<file path="config.mk">
export PLATFORM = sky130hd
export DESIGN_NAME = seconds_tick_gen
export DESIGN_NICKNAME = d
export VERILOG_FILES = /design/src/rtl/seconds_tick_gen.sv
export SDC_FILE = /design/constraint.sdc
export NUM_CORES = 1
export LEC_CHECK = 0
export BUFFER_PORTS_ARGS = -buffer_cell sky130_fd_sc_hd__buf_2
export CAP_MARGIN = 40
export CORE_MARGIN = 8
export CORE_UTILIZATION = 40
export DETAILED_ROUTE_END_ITERATION = 12
export PLACE_DENSITY = 0.63
export SLEW_MARGIN = 5
export SYNTH_ARGS = -nofsm -noshare
export SYNTH_HDL_FRONTEND = slang
export SYNTH_SLANG_ARGS = --single-unit
</file>
<file path="constraint.sdc">
create_clock -name clk -period 1.75 [get_ports clk]
set_input_delay 0.175 -clock clk [delete_from_list [all_inputs] [get_ports clk]]
set_output_delay 0.175 -clock clk [all_outputs]
set_load 0.005 [all_outputs]
</file>
<file path="src/rtl/seconds_tick_gen.sv">
`default_nettype none
// +----------------------------------------------------------------------------+
// | Module      : seconds_tick_gen                                             |
// | Description : Stopwatch front end. Prescales clk to a 1 s tick, keeps a    |
// |               0..59 seconds count, emits a minute-carry pulse (sec_count)  |
// |               and a registered copy of clear (clr_out).                    |
// |               Build option: define SECONDS_BCD_EN for packed-BCD seconds.  |
// | Revision    : 1.0 - initial release                                        |
// +----------------------------------------------------------------------------+
module seconds_tick_gen #(
    parameter int CLK_DIV = 50_000_000
) (
    input  logic       clk,
    input  logic       rst,
    input  logic       start,
    input  logic       stop,
    input  logic       clear,
    output logic [7:0] seconds,
    output logic       sec_count,
    output logic       clr_out,
    output logic       running
);

    localparam int              PS_W     = (CLK_DIV > 1) ? $clog2(CLK_DIV) : 1;
    localparam logic [PS_W-1:0] c_PS_MAX = PS_W'(CLK_DIV - 1);

    localparam logic [1:0] c_ST_IDLE  = 2'd0;
    localparam logic [1:0] c_ST_RUN   = 2'd1;
    localparam logic [1:0] c_ST_PAUSE = 2'd2;

`ifdef SECONDS_BCD_EN
    localparam logic [7:0] c_SEC_MAX = 8'h59;
`else
    localparam logic [7:0] c_SEC_MAX = 8'd59;
`endif

    logic [1:0]      r_state;
    logic [1:0]      w_state_next;
    logic [PS_W-1:0] r_prescaler;
    logic [7:0]      r_seconds;
    logic [7:0]      w_seconds_inc;
    logic            r_sec_count;
    logic            r_clr_out;
    logic            w_tick;

    // State register
    always_ff @(posedge clk or posedge rst) begin
        if (rst) begin
            r_state <= c_ST_IDLE;
        end else begin
            r_state <= w_state_next;
        end
    end

    // Next-state logic: clear beats stop, stop beats start
    always_comb begin
        w_state_next = r_state;
        case (r_state)
            c_ST_IDLE:  if (start && !stop) w_state_next = c_ST_RUN;
            c_ST_RUN:   if (stop)           w_state_next = c_ST_PAUSE;
            c_ST_PAUSE: if (start && !stop) w_state_next = c_ST_RUN;
            default:                        w_state_next = c_ST_IDLE;
        endcase
        if (clear) begin
            w_state_next = c_ST_IDLE;
        end
    end

    // Output decode: running follows the state register; tick on last prescaler count in RUN
    always_comb begin
        running = (r_state == c_ST_RUN);
        w_tick  = (r_state == c_ST_RUN) && (r_prescaler == c_PS_MAX);
    end

    // Seconds successor value, wrapping 59 -> 0 in the selected number format
    always_comb begin
        w_seconds_inc = 8'd0;
`ifdef SECONDS_BCD_EN
        if (r_seconds == c_SEC_MAX) begin
            w_seconds_inc = 8'h00;
        end else if (r_seconds[3:0] == 4'd9) begin
            w_seconds_inc = {r_seconds[7:4] + 4'd1, 4'd0};
        end else begin
            w_seconds_inc = {r_seconds[7:4], r_seconds[3:0] + 4'd1};
        end
`else
        if (r_seconds == c_SEC_MAX) begin
            w_seconds_inc = 8'd0;
        end else begin
            w_seconds_inc = r_seconds + 8'd1;
        end
`endif
    end

    // Prescaler: counts in RUN (including the stop edge), holds in PAUSE, zero in IDLE
    always_ff @(posedge clk or posedge rst) begin
        if (rst) begin
            r_prescaler <= '0;
        end else if (clear) begin
            r_prescaler <= '0;
        end else begin
            case (r_state)
                c_ST_RUN:   r_prescaler <= w_tick ? '0 : r_prescaler + PS_W'(1);
                c_ST_PAUSE: r_prescaler <= r_prescaler;
                default:    r_prescaler <= '0;
            endcase
        end
    end

    // Seconds counter advances on each tick; clear wins over a coincident tick
    always_ff @(posedge clk or posedge rst) begin
        if (rst) begin
            r_seconds <= 8'd0;
        end else if (clear) begin
            r_seconds <= 8'd0;
        end else if (w_tick) begin
            r_seconds <= w_seconds_inc;
        end
    end

    // Minute carry: one cycle, coincident with seconds returning to zero
    always_ff @(posedge clk or posedge rst) begin
        if (rst) begin
            r_sec_count <= 1'b0;
        end else begin
            r_sec_count <= w_tick && !clear && (r_seconds == c_SEC_MAX);
        end
    end

    // Registered copy of clear for the downstream minutes counter
    always_ff @(posedge clk or posedge rst) begin
        if (rst) begin
            r_clr_out <= 1'b0;
        end else begin
            r_clr_out <= clear;
        end
    end

    assign seconds   = r_seconds;
    assign sec_count = r_sec_count;
    assign clr_out   = r_clr_out;

endmodule
`default_nettype wire

</file>
==> key figures <==
Floorplan
  • Die area: 7670 µm²
  • Die W: between 80 and 90 µm
  • Initial core utilization: 0.409
  • Row Count: 26
  • # IOs: 16
  • Core box area: 5010 µm²
  • Die H: 87.6 µm

Run
  • Max-cap violation count: 0

Route
  • First-pass DRT Iterations: 4
  • Remaining DRCs: 0
  • Vias per inst: 5.10
  • Detailed Route WL: 4560 µm
  • Drt initial violations: 65
  • WL/cell: 14.2 µm
  • DRT antenna net count: 0
  • Via Count: 1,632

Synth
  • Yosys reg bits: 38
  • Post-Syn Instances: 204
  • Synth area leaders: dfrtp_1, xor2_1, nor2_1
  • Syn Nets: 212
  • Syn_area_per_cell: 10.0 µm²
  • Register area share after synthesis: 0.464
  • Area leader, netlist: dfrtp_1
  • Yosys warning count: 0
  • Share of Yosys cell area claimed by the top area cell type: 0.464
  • Synth Cell Area: between 2000 and 2500 µm²
  • Distinct cells, synth: 43

Pwr
  • Leakage power: around 1.2 nW
  • Max IR drop VDD: 0.414 mV
  • Pwr Density: 610 nW/µm²

STA
  • Endpoints failing setup: 1
  • Hold Vio Cnt, Final: 22
  • Slew HR: 0.679
  • Tmin final: between 1.5 and 2 ns
  • Final setup margin: -0.00502 ns
  • RSZ-0062 raised after global routing: yes
  • Clock skew: 0.00486 ns
  • Smallest hold slack: -0.0136 ns
  • Final worst-path cycle share: 1.00
  • Fmax achieved: 0.570 GHz
  • Slew Viols, Final: 0
  • Slew @ Worst Pin: 0.482 ns

Worst setup path
  • Cells on worst reg2reg path: 6
  • WP data arrival: 1.98 ns
  • Critical Path Fanout Max: 5
  • Critical path class: reg -> reg
  • Setup crit start kind: flop
  • Reg2Reg Setup Slack: -0.005 ns
  • Worst r2r dst: seconds[5]
  • RR Startpoint: r_prescaler[1]
  • Crit. End Element: flop
  • CP required: 1.97 ns

Status
  • Failing checks: negative hold slack, negative setup slack
  • Status: finished with violations

Global route
  • Busiest grt layer: met2
  • Largest net degree at the start of global routing: 39
  • Gr usage total: 0.125
  • Grt met3 use: 0.0366
  • Met2 GRT Util: 0.204
  • Grt met1 use: 0.156
  • Vias in the first global route: 1,669
  • Gr ovfl total: 0
  • Initial antenna violation count: 0
  • First-pass GRT wire length: 7600 µm

Cells and area
  • Nets: 257
  • Finished Layout Cells: 320
  • Fillers: 479
  • Share of cells above drive strength 1: 0.316
  • Layout area overhead: 26.6%
  • N_diodes: 0

Clock tree
  • H-tree depth: 2
  • Clock sink total: 38
  • Clock tree root buffer cell: clkbuf_8
  • Longest Clk Path Bufs: 2
  • CTS tree: done
  • CTS clk-pin slew, worst paths: 0.08 ns
  • Inserted Clock Buffers: 5
  • Clock latency on the worst-skew pair: 0.29 ns

Worst hold path
  • Worst hold-check path type: in -> async

Place
  • Buffers on Ports: 15
  • Dpl cells: 305
  • Post-detail-place hpwl: around 3100 µm
  • Global placer's final weighted congestion: 0.866
[timing repair]
item / 4_1_cts / 5_1_grt
gates resized for setup: 1 / 18
hold buffers: 0 / 0
endpoints found under the setup margin: 18 / 31
hold endpoints to repair: 0 / 0
buffers inserted: 1 / 6
pin swaps: 2 / 13
[how the worst max path moves through the flow]
stage | startpoint | end | slack, ns | cells past startpoint
after floorplan | r_prescaler[18] | seconds[5] | -0.01 | 7
after global placement | r_prescaler[9] | seconds[6] | -0.01 | 6
after detailed placement | r_prescaler[9] | seconds[5] | -0.02 | 5
after CTS | r_prescaler[9] | seconds[6] | -0.01 | 6
after global routing | r_prescaler[9] | r_prescaler[16] | -0.08 | 6
final | r_prescaler[1] | seconds[5] | -0.005 | 6
[registers in the layout, indices dropped and copies added (netlist names)]
register,flops
r_state,2
sec_count,1
seconds,8
r_prescaler,26
clr_out,1
[cell type report]
type	instances	area, µm²	area share
Multi-Input combinational cell	153	1110	0.429
Clock inverter	1	5.00	0.00193
Clock buffer	7	86.3	0.0333
Tap cell	70	87.6	0.0338
Inverter	5	18.8	0.00724
Timing Repair Buffer	46	332	0.128
Sequential cell	38	951	0.367
[power breakdown]
part            total, W  switching [W]  internal [W]
sequential      0.000884     0.00000274      0.000881
combinational  0.0000639      0.0000429     0.0000210
clock           0.000633       0.000314      0.000318
[per-layer routing]
layer / vias to the layer above / share of wire
met2: 20 / 0.48
met4: 0 / 0.012
met1: 801 / 0.48
li1: 804 / -
met5: - / 0
met3: 7 / 0.029
[layout by cell type, fill, tap and decap left out, types with 2 or more instances in the layout]
cell / count
nor4b_4: 2
nand2_1: 12
nand3_1: 12
nand4_1: 11
xnor2_1: 7
buf_6: 3
a21oi_1: 7
and3_1: 6
nor2_1: 29
nor4_4: 3
xor2_1: 19
o21ai_1: 3
and4_2: 3
ha_1: 2
or3b_1: 2
and4_4: 2
buf_4: 27
and2_1: 3
clkbuf_8: 6
or3_4: 2
and4bb_1: 2
a21oi_2: 2
inv_1: 5
buf_2: 15
dfrtp_1: 38
nor3_1: 2
[synth_stat cells, drive strengths merged]
cell,n
nand3,12
and4,5
o21bai,1
and2,3
buf,5
clkbuf,3
nor4,3
nor3,4
inv,5
a22oi,1
xor2,19
nand4,13
nor4b,2
and2b,1
a32oi,1
xnor2,7
nand2,12
or3b,2
dfrtp,38
and4bb,2
o21ba,1
nor2b,1
or2,2
a21oi,9
nor2,30
and3,7
o21ai,4
or3,2
o21a,1
nand3b,1
or4,1
nand4b,1
ha,3
nand2b,1
nor3b,1
[critical path, stage by stage (launching register included)]
cell     delay [ns]
dfrtp_1        0.40
ha_2           0.20
and4_4         0.23
nand4_4        0.11
or2_4          0.30
or3_4          0.33
a21oi_2        0.13
[cell families (layout without fill, tap and decap cells)]
kind of cell | Yosys count | count (layout) | share of synthesized area
compound gates | 18 | 18 | 0.0519
fa+ha+maj | 3 | 3 | 0.0183
xor+xnor | 26 | 26 | 0.111
simple gates | 106 | 106 | 0.318
buf+inv | 13 | 59 | 0.0360
flops | 38 | 38 | 0.464
[per-stage QoR]
| stage | TNS (ns) | util | total power [W] | area [µm²] | setup slack [ns] |
|---|---|---|---|---|---|
| CTS | -0.0249 | 0.489 | 0.00160 | 2450 | -0.0109 |
| detailed placement | -0.0234 | 0.469 | 0.000963 | 2350 | -0.0234 |
| global route | -1.39 | 0.517 | 0.00163 | 2590 | -0.0776 |
| floorplan | -0.0144 | - | 0.000939 | 2060 | -0.0144 |
| finish | -0.00502 | 0.517 | 0.00158 | 2590 | -0.00502 |
| global placement | -0.0171 | 0.469 | 0.000962 | 2350 | -0.0108 |
(Power assumes the default switching activity.)
